<file path="config.mk">
export PLATFORM = sky130hd
export DESIGN_NAME = multicycle_ctrl
export DESIGN_NICKNAME = d
export VERILOG_FILES = /design/src/rtl/multicycle_ctrl_pkg.sv /design/src/rtl/multicycle_ctrl_decode.sv /design/src/rtl/multicycle_ctrl.sv
export SDC_FILE = /design/constraint.sdc
export NUM_CORES = 1
export LEC_CHECK = 0
export CAP_MARGIN = 10
export CORE_UTILIZATION = 25
export CTS_CLUSTER_DIAMETER = 150
export CTS_CLUSTER_SIZE = 24
export DETAILED_ROUTE_END_ITERATION = 16
export SETUP_SLACK_MARGIN = 0.2
export SLEW_MARGIN = 10
export SYNTH_ARGS = -nofsm -noshare
export SYNTH_HDL_FRONTEND = slang
export SYNTH_SLANG_ARGS = --single-unit
</file>
<file path="constraint.sdc">
create_clock -name clk -period 4.7 [get_ports clk]
set_input_delay 0.705 -clock clk [delete_from_list [all_inputs] [get_ports clk]]
set_output_delay 0.705 -clock clk [all_outputs]
set_load 0.02 [all_outputs]
</file>
<file path="src/rtl/multicycle_ctrl_pkg.sv">
// Shared types and encodings for the multi-cycle RV32I main control FSM:
// state encoding, opcode constants, datapath select codes and the control word.
package multicycle_ctrl_pkg;

    // Controller states (3-bit encoding).
    typedef enum logic [2:0] {
        ST_FETCH  = 3'd0,
        ST_DECODE = 3'd1,
        ST_EXEC   = 3'd2,
        ST_MEM    = 3'd3,
        ST_WB     = 3'd4,
        ST_HALT   = 3'd5
    } state_t;

    // RV32I major opcodes, IR[6:2].
    localparam logic [4:0] OPCODE_LOAD   = 5'b00000;
    localparam logic [4:0] OPCODE_FENCE  = 5'b00011;
    localparam logic [4:0] OPCODE_OP_IMM = 5'b00100;
    localparam logic [4:0] OPCODE_AUIPC  = 5'b00101;
    localparam logic [4:0] OPCODE_STORE  = 5'b01000;
    localparam logic [4:0] OPCODE_OP     = 5'b01100;
    localparam logic [4:0] OPCODE_LUI    = 5'b01101;
    localparam logic [4:0] OPCODE_BRANCH = 5'b11000;
    localparam logic [4:0] OPCODE_JALR   = 5'b11001;
    localparam logic [4:0] OPCODE_JAL    = 5'b11011;
    localparam logic [4:0] OPCODE_SYSTEM = 5'b11100;

    // ALU operation class handed to the ALU control decoder.
    localparam logic [1:0] ALU_OP_ADD   = 2'b00;
    localparam logic [1:0] ALU_OP_SUB   = 2'b01;
    localparam logic [1:0] ALU_OP_RTYPE = 2'b10;
    localparam logic [1:0] ALU_OP_ITYPE = 2'b11;

    // Next-PC source.
    localparam logic [1:0] PC_SRC_ALU    = 2'b00;
    localparam logic [1:0] PC_SRC_ALUOUT = 2'b01;
    localparam logic [1:0] PC_SRC_JALR   = 2'b10;

    // ALU operand A source.
    localparam logic [1:0] SRC_A_PC     = 2'b00;
    localparam logic [1:0] SRC_A_OLD_PC = 2'b01;
    localparam logic [1:0] SRC_A_RS1    = 2'b10;

    // ALU operand B source.
    localparam logic [1:0] SRC_B_RS2  = 2'b00;
    localparam logic [1:0] SRC_B_FOUR = 2'b01;
    localparam logic [1:0] SRC_B_IMM  = 2'b10;

    // Register-file write-back source.
    localparam logic [1:0] WB_ALUOUT = 2'b00;
    localparam logic [1:0] WB_MDR    = 2'b01;
    localparam logic [1:0] WB_PC     = 2'b10;
    localparam logic [1:0] WB_IMM    = 2'b11;

    // Every enable and select the controller drives into the datapath.
    typedef struct packed {
        logic       mem_read;
        logic       mem_write;
        logic       ir_write;
        logic       pc_write;
        logic [1:0] pc_src;
        logic [1:0] alu_src_a;
        logic [1:0] alu_src_b;
        logic [1:0] alu_op;
        logic       reg_write;
        logic [1:0] wb_sel;
        logic       retire;
    } ctrl_t;

    // True for every opcode this core implements (SYSTEM included).
    function automatic logic is_known_opcode(input logic [4:0] op);
        case (op)
            OPCODE_LOAD, OPCODE_FENCE, OPCODE_OP_IMM, OPCODE_AUIPC,
            OPCODE_STORE, OPCODE_OP, OPCODE_LUI, OPCODE_BRANCH,
            OPCODE_JALR, OPCODE_JAL, OPCODE_SYSTEM: is_known_opcode = 1'b1;
            default:                                 is_known_opcode = 1'b0;
        endcase
    endfunction

endpackage

</file>
<file path="src/rtl/multicycle_ctrl_decode.sv">
// Purely combinational control decode: maps the current state, the IR opcode,
// the branch result and the memory handshake to the control word, the next
// state and the illegal-opcode flag set request.
module multicycle_ctrl_decode
    import multicycle_ctrl_pkg::*;
#(
    parameter bit HALT_ON_SYSTEM = 1'b1
) (
    input  state_t     i_state,
    input  logic [4:0] i_opcode,
    input  logic       i_br_taken,
    input  logic       i_mem_ready,
    output ctrl_t      o_ctrl,
    output state_t     o_next_state,
    output logic       o_set_illegal
);

    // Control word and next-state selection for every state/opcode pair.
    always_comb begin
        o_ctrl        = '0;
        o_next_state  = i_state;
        o_set_illegal = 1'b0;

        case (i_state)
            ST_FETCH: begin
                // ALU computes PC+4 while the instruction word is read.
                o_ctrl.mem_read  = 1'b1;
                o_ctrl.alu_src_a = SRC_A_PC;
                o_ctrl.alu_src_b = SRC_B_FOUR;
                o_ctrl.alu_op    = ALU_OP_ADD;
                if (i_mem_ready) begin
                    o_ctrl.ir_write = 1'b1;
                    o_ctrl.pc_write = 1'b1;
                    o_ctrl.pc_src   = PC_SRC_ALU;
                    o_next_state    = ST_DECODE;
                end
            end

            ST_DECODE: begin
                // Speculatively form OLD_PC+IMM into ALUOUT for branch/JAL/AUIPC.
                o_ctrl.alu_src_a = SRC_A_OLD_PC;
                o_ctrl.alu_src_b = SRC_B_IMM;
                o_ctrl.alu_op    = ALU_OP_ADD;
                if (i_opcode == OPCODE_FENCE) begin
                    o_ctrl.retire = 1'b1;
                    o_next_state  = ST_FETCH;
                end else if (i_opcode == OPCODE_SYSTEM) begin
                    if (HALT_ON_SYSTEM) begin
                        o_next_state = ST_HALT;
                    end else begin
                        o_ctrl.retire = 1'b1;
                        o_next_state  = ST_FETCH;
                    end
                end else if (!is_known_opcode(i_opcode)) begin
                    o_set_illegal = 1'b1;
                    o_next_state  = ST_HALT;
                end else begin
                    o_next_state = ST_EXEC;
                end
            end

            ST_EXEC: begin
                o_next_state = ST_FETCH;
                case (i_opcode)
                    OPCODE_OP: begin
                        o_ctrl.alu_src_a = SRC_A_RS1;
                        o_ctrl.alu_src_b = SRC_B_RS2;
                        o_ctrl.alu_op    = ALU_OP_RTYPE;
                        o_next_state     = ST_WB;
                    end
                    OPCODE_OP_IMM: begin
                        o_ctrl.alu_src_a = SRC_A_RS1;
                        o_ctrl.alu_src_b = SRC_B_IMM;
                        o_ctrl.alu_op    = ALU_OP_ITYPE;
                        o_next_state     = ST_WB;
                    end
                    OPCODE_LOAD, OPCODE_STORE: begin
                        // Effective address RS1+IMM lands in ALUOUT for MEM.
                        o_ctrl.alu_src_a = SRC_A_RS1;
                        o_ctrl.alu_src_b = SRC_B_IMM;
                        o_ctrl.alu_op    = ALU_OP_ADD;
                        o_next_state     = ST_MEM;
                    end
                    OPCODE_BRANCH: begin
                        // Target was formed in DECODE; the comparator decides.
                        o_ctrl.alu_src_a = SRC_A_RS1;
                        o_ctrl.alu_src_b = SRC_B_RS2;
                        o_ctrl.alu_op    = ALU_OP_SUB;
                        o_ctrl.pc_write  = i_br_taken;
                        o_ctrl.pc_src    = PC_SRC_ALUOUT;
                        o_ctrl.retire    = 1'b1;
                    end
                    OPCODE_JAL: begin
                        // Link value (PC, already +4) written as PC takes the target.
                        o_ctrl.reg_write = 1'b1;
                        o_ctrl.wb_sel    = WB_PC;
                        o_ctrl.pc_write  = 1'b1;
                        o_ctrl.pc_src    = PC_SRC_ALUOUT;
                        o_ctrl.retire    = 1'b1;
                    end
                    OPCODE_JALR: begin
                        o_ctrl.alu_src_a = SRC_A_RS1;
                        o_ctrl.alu_src_b = SRC_B_IMM;
                        o_ctrl.alu_op    = ALU_OP_ADD;
                        o_ctrl.reg_write = 1'b1;
                        o_ctrl.wb_sel    = WB_PC;
                        o_ctrl.pc_write  = 1'b1;
                        o_ctrl.pc_src    = PC_SRC_JALR;
                        o_ctrl.retire    = 1'b1;
                    end
                    OPCODE_LUI: begin
                        o_ctrl.reg_write = 1'b1;
                        o_ctrl.wb_sel    = WB_IMM;
                        o_ctrl.retire    = 1'b1;
                    end
                    OPCODE_AUIPC: begin
                        // ALUOUT already holds OLD_PC+IMM from DECODE.
                        o_ctrl.reg_write = 1'b1;
                        o_ctrl.wb_sel    = WB_ALUOUT;
                        o_ctrl.retire    = 1'b1;
                    end
                    default: begin
                        o_next_state = ST_FETCH;
                    end
                endcase
            end

            ST_MEM: begin
                if (i_opcode == OPCODE_LOAD) begin
                    o_ctrl.mem_read = 1'b1;
                    if (i_mem_ready) begin
                        o_next_state = ST_WB;
                    end
                end else if (i_opcode == OPCODE_STORE) begin
                    o_ctrl.mem_write = 1'b1;
                    if (i_mem_ready) begin
                        o_ctrl.retire = 1'b1;
                        o_next_state  = ST_FETCH;
                    end
                end else begin
                    o_next_state = ST_FETCH;
                end
            end

            ST_WB: begin
                o_ctrl.reg_write = 1'b1;
                o_ctrl.wb_sel    = (i_opcode == OPCODE_LOAD) ? WB_MDR : WB_ALUOUT;
                o_ctrl.retire    = 1'b1;
                o_next_state     = ST_FETCH;
            end

            ST_HALT: begin
                o_next_state = ST_HALT;
            end

            default: begin
                o_next_state = ST_FETCH;
            end
        endcase
    end

endmodule

</file>
<file path="src/rtl/multicycle_ctrl.sv">
// Main control FSM of the multi-cycle RV32I core. Holds the state and sticky
// illegal-opcode registers; all datapath controls are decoded combinationally
// from the current state and opcode and forced to zero while rst is high.
module multicycle_ctrl
    import multicycle_ctrl_pkg::*;
#(
    parameter bit HALT_ON_SYSTEM = 1'b1
) (
    input  logic       clk,
    input  logic       rst,
    input  logic [4:0] opcode,
    input  logic       br_taken,
    input  logic       mem_ready,
    output logic       mem_read,
    output logic       mem_write,
    output logic       ir_write,
    output logic       pc_write,
    output logic [1:0] pc_src,
    output logic [1:0] alu_src_a,
    output logic [1:0] alu_src_b,
    output logic [1:0] alu_op,
    output logic       reg_write,
    output logic [1:0] wb_sel,
    output logic       retire,
    output logic       illegal,
    output logic       halted
);

    state_t r_state;
    logic   r_illegal;
    state_t w_next_state;
    logic   w_set_illegal;
    ctrl_t  w_ctrl;
    ctrl_t  w_ctrl_gated;

    multicycle_ctrl_decode #(
        .HALT_ON_SYSTEM (HALT_ON_SYSTEM)
    ) u_decode (
        .i_state       (r_state),
        .i_opcode      (opcode),
        .i_br_taken    (br_taken),
        .i_mem_ready   (mem_ready),
        .o_ctrl        (w_ctrl),
        .o_next_state  (w_next_state),
        .o_set_illegal (w_set_illegal)
    );

    // State advance and sticky illegal flag; reset returns to FETCH at once.
    always_ff @(posedge clk or posedge rst) begin
        if (rst) begin
            r_state   <= ST_FETCH;
            r_illegal <= 1'b0;
        end else begin
            r_state <= w_next_state;
            if (w_set_illegal) begin
                r_illegal <= 1'b1;
            end
        end
    end

    // Reset also masks the decoded FETCH word so no request escapes while
    // rst is held, including a handshake that was in flight.
    assign w_ctrl_gated = rst ? '0 : w_ctrl;

    assign mem_read  = w_ctrl_gated.mem_read;
    assign mem_write = w_ctrl_gated.mem_write;
    assign ir_write  = w_ctrl_gated.ir_write;
    assign pc_write  = w_ctrl_gated.pc_write;
    assign pc_src    = w_ctrl_gated.pc_src;
    assign alu_src_a = w_ctrl_gated.alu_src_a;
    assign alu_src_b = w_ctrl_gated.alu_src_b;
    assign alu_op    = w_ctrl_gated.alu_op;
    assign reg_write = w_ctrl_gated.reg_write;
    assign wb_sel    = w_ctrl_gated.wb_sel;
    assign retire    = w_ctrl_gated.retire;
    assign illegal   = r_illegal;
    assign halted    = !rst && (r_state == ST_HALT);

endmodule

</file>
==> out/qor.yml, run 1 <==
outcome: "complete, but fails checks"
violations_in_the_final_reports: "DRC"
post-route-drc-count: 4
placement_rows: 19
synth_edf_count: 0
io-pin-count: 27
worst_path_cell_chain: "clkdlybuf4s50_1 -> inv_1 -> ha_1 -> or3b_1 -> nor4b_1 -> a31oi_1 -> nor3_2 -> clkdlybuf4s50_1"
die_x_um: 56.8
finalSetupViolCount: 0
cp.buffers_inverters: 3
first_pass_grt_wire_length_um: 3590
insertedDiodeCount: 0
nFillCells: 315
asyncSetResetFlopFracSynth: 1.00
routed_wirelength_um: 2020
synth_largest_area_cell: "sky130_fd_sc_hd__dfrtp_1"
synth_most_common_cell: "sky130_fd_sc_hd__nand2_1"
grt_max_degree: 17
number_of_placed_instances_taps_included: 153
crit_fanout: 10
grt_setup_unrepaired: "false"
netlist_top_cells_area: "sky130_fd_sc_hd__dfrtp_1 (13%), sky130_fd_sc_hd__ha_1 (6.7%), sky130_fd_sc_hd__nand2_1 (5.0%), sky130_fd_sc_hd__a21oi_1 (4.7%), sky130_fd_sc_hd__nor2_1 (4.5%)"
hold_path_class: "reg -> reg"
postSynthCellCount: 104
final.hold.worst_slack_ps: 484
cp_common_cell: "sky130_fd_sc_hd__clkdlybuf4s50_1"
ctsLongestPathBuffers: 2
synthToLayoutAreaGrowth_pct: 37.2
core-area_um2: 2810
power.density_nw_per_um2: 292
setup_tns_ps: 0
worst_pin_slew_ps: 586
clock_sink_count: 4
crit-reg2reg-launch: "r_state[0]"
number_of_vias_in_the_routed_layout: 808
drtPass1Iterations: 10
arrival_time_of_the_worst_setup_path_ps: 3220
register_to_register_setup_slack_ps: 2990
utilization_of_the_core_after_routing: 0.367
min_clock_period_post_route_ps: 3920
antenna_left: 0
r2r_cells: 4
kind_of_end_point_of_the_critical_path: "primary output"
place.port_buffers: 26
grt_overflow: 0
critical_path_launch_point: "opcode[0]"
timing.clock.skew_ps: 1.84
power_leakage_nw: 0.391
chipHeight_um: 56.8
hold_violations: 0
worstSetupPathDepth: 8
place_hpwl_um: 1530
syn_area_um2: 749
critPathTopFamily: "buffers and inverters"
minimum_setup_slack_after_placement_ps: 771
initial_utilization: 0.267
cts_hold_repair_buffers: 0
synth.top_cell.area_share: 0.134
cts_made_buffers: 3
endpoint: "wb_sel[0]"
critPathMaxStageDelay_ps: 620
synth.yosys.warnings: 0
postSynth.topFlopCell: "sky130_fd_sc_hd__dfrtp_1"
number_of_global_route_vias_before_repair: 800
clkLatencyLatePin_ps: 230
mappedNetlistNets: 117
cts.root.buffer_cell: "sky130_fd_sc_hd__clkbuf_4"
share_of_layout_cells_above_drive_strength_1: 0.0720
achievable-frequency_mhz: 255
worst_setup_path_start_kind: "input pin"
timing.max_slew.rel_slack: 0.604
detailedRoute.firstIterationViolations: 7
proportion_of_synthesized_chip_area_in_sequential_cells: 0.134
post_synth_num_cell_types: 44
cap_viol_max_count: 0
r2r-end: "r_state[1]"
cts_max_level: 1
finalMaxSlewViolations: 0
postSynthRegisterBits: 4
vdd.ir_drop.worst_mv: 0.238
timing.critical_path.required_ps: 3990
tritoncts_clock_tree: "built"
routedWlPerCell_um: 12.9
cts.clk_slew.worst_paths_ps: 30
critPathKind: "in -> out"
place.gp.congestion: 0.771
gr-usage-all-layers: 0.137
postLayoutSetupSlackWorst_ps: 778
number_of_vias_per_cell_after_detailed_routing: 5.18
synth_common_cells: "sky130_fd_sc_hd__nand2_1 (10), sky130_fd_sc_hd__nor2_1 (9), sky130_fd_sc_hd__a21oi_1 (7), sky130_fd_sc_hd__inv_1 (6)"
final_stage_net_count: 140
area_of_the_die_um2: 3220
synth.avg_cell_area_um2: 7.21
count_of_placed_standard_cells_in_the_final_layout_fillers_left_out: 156
slowest_stage: "sky130_fd_sc_hd__clkdlybuf4s50_1"
cts_setup_buffers: 0
cts_resized: 0
antenna_violations_before_repair: 0
post-route-period-util: 0.834
[flip-flops by register name (all words and copies together), names as in the netlist]
signal and cells:
r_state 3, illegal 1
[cell type report]
class	count	area, µm²	share of cell area
tap	31	38.8	0.0377
inverter	6	22.5	0.0219
clock buffer	3	22.5	0.0219
multi-input combinational	86	584	0.568
sequential	4	100	0.0973
timing repair buffer	26	260	0.253
[cells by family after synthesis]
family / after synthesis / synth area share
buffers and inverters: 14 / 0.0868
AND/OR/NAND/NOR: 59 / 0.508
flip-flops: 4 / 0.134
AO/OA/AOI/OAI: 23 / 0.205
adder cells (fa/ha/maj): 4 / 0.0668
[worst min-delay path by stage]
stage,startpoint,endpoint,slack (ps),cells past startpoint
after floorplan,illegal,illegal,590,1
after global placement,illegal,illegal,480,1
after detailed placement,illegal,illegal,470,1
after CTS,illegal,illegal,490,1
after global routing,illegal,illegal,530,1
final,illegal,illegal,480,1
[routing by layer]
layer,up-vias,track usage,share of wire
met1,369,0.184,0.50
met3,0,0.0161,0.038
li1,422,-,-
met5,-,0,0
met2,17,0.224,0.47
met4,0,0.0523,0
[cell usage in the layout, fill, tap and decap left out, types with 2 or more instances in the layout]
cell type / synthesis / final
sky130_fd_sc_hd__o21ai_1: 2 / 2
sky130_fd_sc_hd__o21bai_1: 2 / 2
sky130_fd_sc_hd__nor2_1: 9 / 9
sky130_fd_sc_hd__nor4b_1: 2 / 2
sky130_fd_sc_hd__nand3b_1: 3 / 3
sky130_fd_sc_hd__nor3_1: 4 / 4
sky130_fd_sc_hd__nor3b_1: 3 / 3
sky130_fd_sc_hd__a21o_1: 2 / 2
sky130_fd_sc_hd__nand4_1: 2 / 2
sky130_fd_sc_hd__ha_1: 4 / 4
sky130_fd_sc_hd__nor2b_1: 2 / 2
sky130_fd_sc_hd__inv_1: 6 / 6
sky130_fd_sc_hd__a21oi_1: 7 / 7
sky130_fd_sc_hd__nor4b_2: 2 / 2
sky130_fd_sc_hd__o221ai_1: 2 / 2
sky130_fd_sc_hd__dfrtp_1: 4 / 4
sky130_fd_sc_hd__and2_1: 2 / 2
sky130_fd_sc_hd__nand2_1: 10 / 10
sky130_fd_sc_hd__and3_1: 3 / 3
sky130_fd_sc_hd__clkdlybuf4s50_1: 0 / 26
sky130_fd_sc_hd__nand2b_1: 4 / 4
sky130_fd_sc_hd__clkbuf_4: 0 / 3
[stage by stage]
step / total power, W / cell area, µm²
final: 0.000301 / 1030
after global routing: 0.000326 / 1030
after CTS: 0.000304 / 1030
after detailed placement: 0.000259 / 1010
after global placement: 0.000258 / 1010
after floorplan: 0.000195 / 749
[report_power, final]
part           leakage (nW)  switching [W]  internal (W)
sequential           0.0463      0.0000394     0.0000448
combinational         0.331      0.0000891     0.0000858
clock                0.0138      0.0000130     0.0000285
Note: power is estimated with default switching activity, not from simulation.
==> inputs of run 2 (changes only) <==
==> constraint.sdc (replaced) <==
create_clock -name clk -period 3.9 [get_ports clk]
set_input_delay 0.585 -clock clk [delete_from_list [all_inputs] [get_ports clk]]
set_output_delay 0.585 -clock clk [all_outputs]
set_load 0.02 [all_outputs]
==> run 2 against run 1 <==
  * The flow still finishes with violations (DRC)
  * Combinational power rose by 22%
  * Global-route usage rose by 0.096 points
  * Worst setup slack lost 360 ps
  * Core utilization up 1.3 points
  * Via count increased by 4.2%
  * Register-to-register slack got worse by 820 ps
  * Total power rose by 21%
  * Clock skew hardly changed
  * Cell count increased by 2.6%
==> out/qor.yml, run 2 (synthesis gave the netlist of run 1 again) <==
grt_overflow: 0
number_of_vias_in_the_routed_layout: 842
register_containing_the_most_flip_flops_in_the_final_layout: "r_state"
postLayoutSetupSlackWorst_ps: 423
cap_viol_max_count: 0
chipHeight_um: 56.8
routed_wirelength_um: 2070
die_x_um: 56.8
detailedRoute.firstIterationViolations: 13
grt_max_degree: 17
hold_path_class: "reg -> reg"
worst_setup_path_start_kind: "input pin"
place.gp.congestion: 0.880
synthToLayoutAreaGrowth_pct: 42.1
place.port_buffers: 26
crit-reg2reg-launch: "r_state[0]"
vdd.ir_drop.worst_mv: 0.265
most-common-layout-cells: "sky130_fd_sc_hd__clkdlybuf4s50_1 (26), sky130_fd_sc_hd__nand2_1 (10), sky130_fd_sc_hd__nor2_1 (9)"
timing.critical_path.required_ps: 3310
hold_path.startpoint: "illegal"
area_of_the_die_um2: 3220
power.density_nw_per_um2: 342
clock_sink_count: 4
cts_hold_repair_buffers: 0
worst_pin_slew_ps: 587
multiInputGateArea_um2: 591
achievable-frequency_mhz: 288
min_clock_period_post_route_ps: 3480
finalSetupViolCount: 0
gr-usage-all-layers: 0.138
core-area_um2: 2810
clkLatencyLatePin_ps: 230
cp.buffers_inverters: 3
cts.clk_slew.worst_paths_ps: 30
post-route-drc-count: 4
worst_path_cell_chain: "clkdlybuf4s50_1 -> inv_1 -> ha_1 -> or3b_1 -> nor4b_2 -> and2_1 -> clkdlybuf4s50_1"
intPower_w: 0.000195
outcome: "complete, but fails checks"
sequential_cell_area_um2: 100
power_leakage_nw: 0.412
pwr-share-clk: 0.137
share_of_layout_cells_above_drive_strength_1: 0.109
cts.root.buffer_cell: "sky130_fd_sc_hd__clkbuf_4"
post-route-period-util: 0.892
cts_setup_buffers: 0
power_frac_seq: 0.277
final_stage_net_count: 144
largest_register_ffs: 3
routedWlPerCell_um: 13.0
critPathMaxStageDelay_ps: 590
layout_commonest_cell: "sky130_fd_sc_hd__clkdlybuf4s50_1"
first_pass_grt_wire_length_um: 3540
final.hold.worst_slack_ps: 479
kind_of_end_point_of_the_critical_path: "primary output"
initial_utilization: 0.267
antenna_left: 0
antenna_violations_before_repair: 0
drtPass1Iterations: 10
tritoncts_clock_tree: "built"
critical_path_launch_point: "opcode[0]"
cts_max_level: 1
setup_tns_ps: 0
critPathKind: "in -> out"
timing.clock.skew_ps: 2.15
critPathTopFamily: "buffers and inverters"
place_hpwl_um: 1580
violations_in_the_final_reports: "DRC"
number_of_vias_per_cell_after_detailed_routing: 5.26
power.switching_w: 0.000170
arrival_time_of_the_worst_setup_path_ps: 2890
crit_fanout: 5
placement_rows: 19
finalMaxSlewViolations: 0
io-pin-count: 27
cts_made_buffers: 3
combPwrFrac: 0.586
grt_setup_unrepaired: "false"
hold_violations: 0
ctsLongestPathBuffers: 2
minimum_setup_slack_after_placement_ps: 428
nFillCells: 314
slowest_stage: "sky130_fd_sc_hd__clkdlybuf4s50_1"
cp_common_cell: "sky130_fd_sc_hd__clkdlybuf4s50_1"
number_of_global_route_vias_before_repair: 800
insertedDiodeCount: 0
netSwitchingFraction: 0.466
timing.max_slew.rel_slack: 0.603
[run 2: cell count changes in the layout (fill, tap and decap cells not counted), sizes merged]
| cell | change |
|---|---|
| buf | +4 |
[run 2: per-layer routing]
metal | up-vias | part of all wire | global-route usage | routed length, µm
met4 | 0 | 0.0068 | 0.0627 | 14
li1 | 432 | - | - | -
met2 | 19 | 0.47 | 0.209 | 978
met1 | 389 | 0.48 | 0.194 | 991
met3 | 2 | 0.042 | 0.0184 | 88
met5 | - | 0 | 0 | 0
[run 2: layout make-up]
type	instances	share of cell area
inverter	6	0.0212
tap	31	0.0364
multi-input combinational	86	0.555
clock buffer	3	0.0212
timing repair buffer	30	0.273
sequential	4	0.0940
[run 2: final timing paths]
check	end	slack, ps	cells past startpoint
setup / recovery	mem_write	420	7
hold / removal	illegal	480	1
setup reg to reg	r_state[2]	2170	4
hold reg to reg	illegal	480	1
max in group asynchronous	illegal	3010	3
min in group asynchronous	r_state[0]	750	3
[run 2: power by group through the flow]
stage	combinational, W	sequential (W)	clock [W]
floorplan	0.000171	0.0000644	0
global placement	0.000214	0.0000998	0
detailed placement	0.000214	0.0000990	0
CTS	0.000215	0.0000988	0.0000547
global route	0.000234	0.000106	0.0000539
finish	0.000214	0.000101	0.0000500
[run 2: what timing repair did]
action | 4_1_cts | 5_1_grt
gates resized for setup | 0 | 1
endpoints found under the hold margin | 0 | 0
endpoints found under the setup margin | 0 | 1
[run 2: per-stage QoR]
step | utilization | power (W) | std cells | cell area [µm²]
2_1_floorplan | - | 0.000235 | 104 | 749
3_3_place_gp | 0.369 | 0.000314 | 157 | 1040
3_5_place_dp | 0.369 | 0.000313 | 157 | 1040
4_1_cts | 0.377 | 0.000368 | 160 | 1060
5_1_grt | 0.380 | 0.000394 | 160 | 1060
6_report | 0.380 | 0.000365 | 160 | 1060
==> inputs of run 3 (changes only) <==
--- a/config.mk
+++ b/config.mk
@@ -6,6 +6,7 @@
 export NUM_CORES = 1
 export LEC_CHECK = 0
 export CAP_MARGIN = 10
+export CORE_MARGIN = 5
 export CORE_UTILIZATION = 25
 export CTS_CLUSTER_DIAMETER = 150
 export CTS_CLUSTER_SIZE = 24
==> run 3 against run 2 <==
  * Clock skew grew 0.75 ps
  * Sequential share of layout area is 0.056 points higher
  * Cell count did not move
  * The flow now finishes without violations
  * Worst hold slack got worse by 11 ps
  * Count of clock-buffer cells in the layout stayed put
  * Critical endpoint is now wb_sel[0]
  * Via count is 2.0% lower
  * Worst setup slack better by 21 ps
  * Fmax rose by 0.61%
  * Global-route usage fell by 3.1 points
  * First-iteration DRC count rose by 23%
  * Routed wire length increased by 3.4%
  * Combinational power barely moved
==> out/qor.yml, run 3 (synthesis gave the netlist of run 1 again) <==
drtPass1Iterations: 4
place.gp.congestion: 0.884
cap_viol_max_count: 0
r2r_cells: 4
postLayoutSetupSlackWorst_ps: 444
cts.clk_slew.worst_paths_ps: 30
clkLatencyLatePin_ps: 230
number_of_vias_per_cell_after_detailed_routing: 5.16
critPathKind: "in -> out"
area_of_the_die_um2: 4190
antenna_violations_before_repair: 0
power.density_nw_per_um2: 345
final_stage_net_count: 144
initial_utilization: 0.267
power_leakage_nw: 0.411
crit-reg2reg-launch: "r_state[0]"
min_clock_period_post_route_ps: 3460
register_containing_the_most_flip_flops_in_the_final_layout: "r_state"
cts_max_level: 1
first_pass_grt_wire_length_um: 3710
post-route-drc-count: 0
cts_setup_buffers: 0
synthToLayoutAreaGrowth_pct: 41.2
grt_max_degree: 17
grt_overflow: 0
vdd.ir_drop.worst_mv: 0.291
placement.cell_area_um2: 1040
kind_of_end_point_of_the_critical_path: "primary output"
post-route-period-util: 0.886
worst_setup_path_start_kind: "input pin"
clock_sink_count: 4
r2r-end: "r_state[1]"
io-pin-count: 27
placement_rows: 19
most-common-layout-cells: "sky130_fd_sc_hd__clkdlybuf4s50_1 (26), sky130_fd_sc_hd__nand2_1 (10), sky130_fd_sc_hd__nor2_1 (9)"
finalMaxSlewViolations: 0
timing.max_slew.rel_slack: 0.586
setup_tns_ps: 0
hold_violations: 0
chipHeight_um: 64.8
routed_wirelength_um: 2140
cts.root.buffer_cell: "sky130_fd_sc_hd__clkbuf_4"
ctsLongestPathBuffers: 2
hold_path.startpoint: "illegal"
cts_made_buffers: 3
achievable-frequency_mhz: 289
register_to_register_setup_slack_ps: 2210
place_hpwl_um: 1710
hold_path_class: "reg -> reg"
share_of_layout_cells_above_drive_strength_1: 0.101
finish.instance_area_um2: 1060
finalSetupViolCount: 0
core-area_um2: 2810
antenna_left: 0
outcome: "finished clean"
cts_hold_repair_buffers: 0
timing.clock.skew_ps: 2.90
die_x_um: 64.8
crit_fanout: 5
gr-usage-all-layers: 0.108
hold_path_depth: 1
worst_pin_slew_ps: 612
routedWlPerCell_um: 13.4
place.port_buffers: 26
minimum_setup_slack_after_placement_ps: 425
tritoncts_clock_tree: "built"
detailedRoute.firstIterationViolations: 16
grt_setup_unrepaired: "false"
min_delay_endpoint: "illegal"
cts_resized: 0
arrival_time_of_the_worst_setup_path_ps: 2870
layout_commonest_cell: "sky130_fd_sc_hd__clkdlybuf4s50_1"
largest_register_ffs: 3
number_of_vias_in_the_routed_layout: 825
insertedDiodeCount: 0
timing.critical_path.required_ps: 3310
number_of_global_route_vias_before_repair: 836
-- run 3: cell types whose count changed in the layout (fill, tap and decap cells not counted) --
| cell | previous run | this run |
|---|---|---|
| sky130_fd_sc_hd__nor4b_1 | 1 | 2 |
| sky130_fd_sc_hd__nor4b_2 | 3 | 2 |
-- run 3: critical path, cell delays in order --
cell and delay (ps):
sky130_fd_sc_hd__clkdlybuf4s50_1 490, sky130_fd_sc_hd__inv_1 120, sky130_fd_sc_hd__ha_1 160, sky130_fd_sc_hd__or3b_1 440
sky130_fd_sc_hd__nor4b_1 260, sky130_fd_sc_hd__a31oi_1 80, sky130_fd_sc_hd__nor3_2 110, sky130_fd_sc_hd__clkdlybuf4s50_1 620
-- run 3: how the worst max path moves through the flow --
| stage | from | end | depth (start not counted) |
|---|---|---|---|
| after floorplan | opcode[1] | wb_sel[0] | 7 |
| after global placement | opcode[0] | wb_sel[0] | 8 |
| after detailed placement | opcode[0] | wb_sel[0] | 8 |
| after CTS | opcode[0] | wb_sel[0] | 8 |
| after global routing | opcode[4] | retire | 6 |
| final | opcode[0] | wb_sel[0] | 8 |
-- run 3: layer usage --
layer,wire length [µm],GRT usage,vias to the layer above
li1,-,-,434
met1,1070,0.145,373
met2,983,0.171,18
met3,93,0.0190,0
met4,0,0.0396,0
met5,0,0,-
-- run 3: layout make-up --
type | instances | area (µm²)
clock buffer | 3 | 22.5
fill | 316 | 1750
timing repair buffer | 30 | 290
multi-input combinational | 86 | 584
inverter | 6 | 22.5
sequential | 4 | 100
tap | 31 | 38.8
-- run 3: metrics by stage --
step	util	total power, W	std cells	hold WS (ps)
2_1_floorplan	-	0.000235	104	591
3_3_place_gp	0.369	0.000316	157	478
3_5_place_dp	0.369	0.000318	157	468
4_1_cts	0.377	0.000372	160	480
5_1_grt	0.377	0.000403	160	497
6_report	0.377	0.000365	160	468
-- run 3: power by group --
part           switching, W  internal (W)  leakage, nW
clock network     0.0000157     0.0000343       0.0138
logic              0.000110      0.000106        0.351
registers         0.0000445     0.0000541       0.0463
total              0.000171      0.000194        0.411
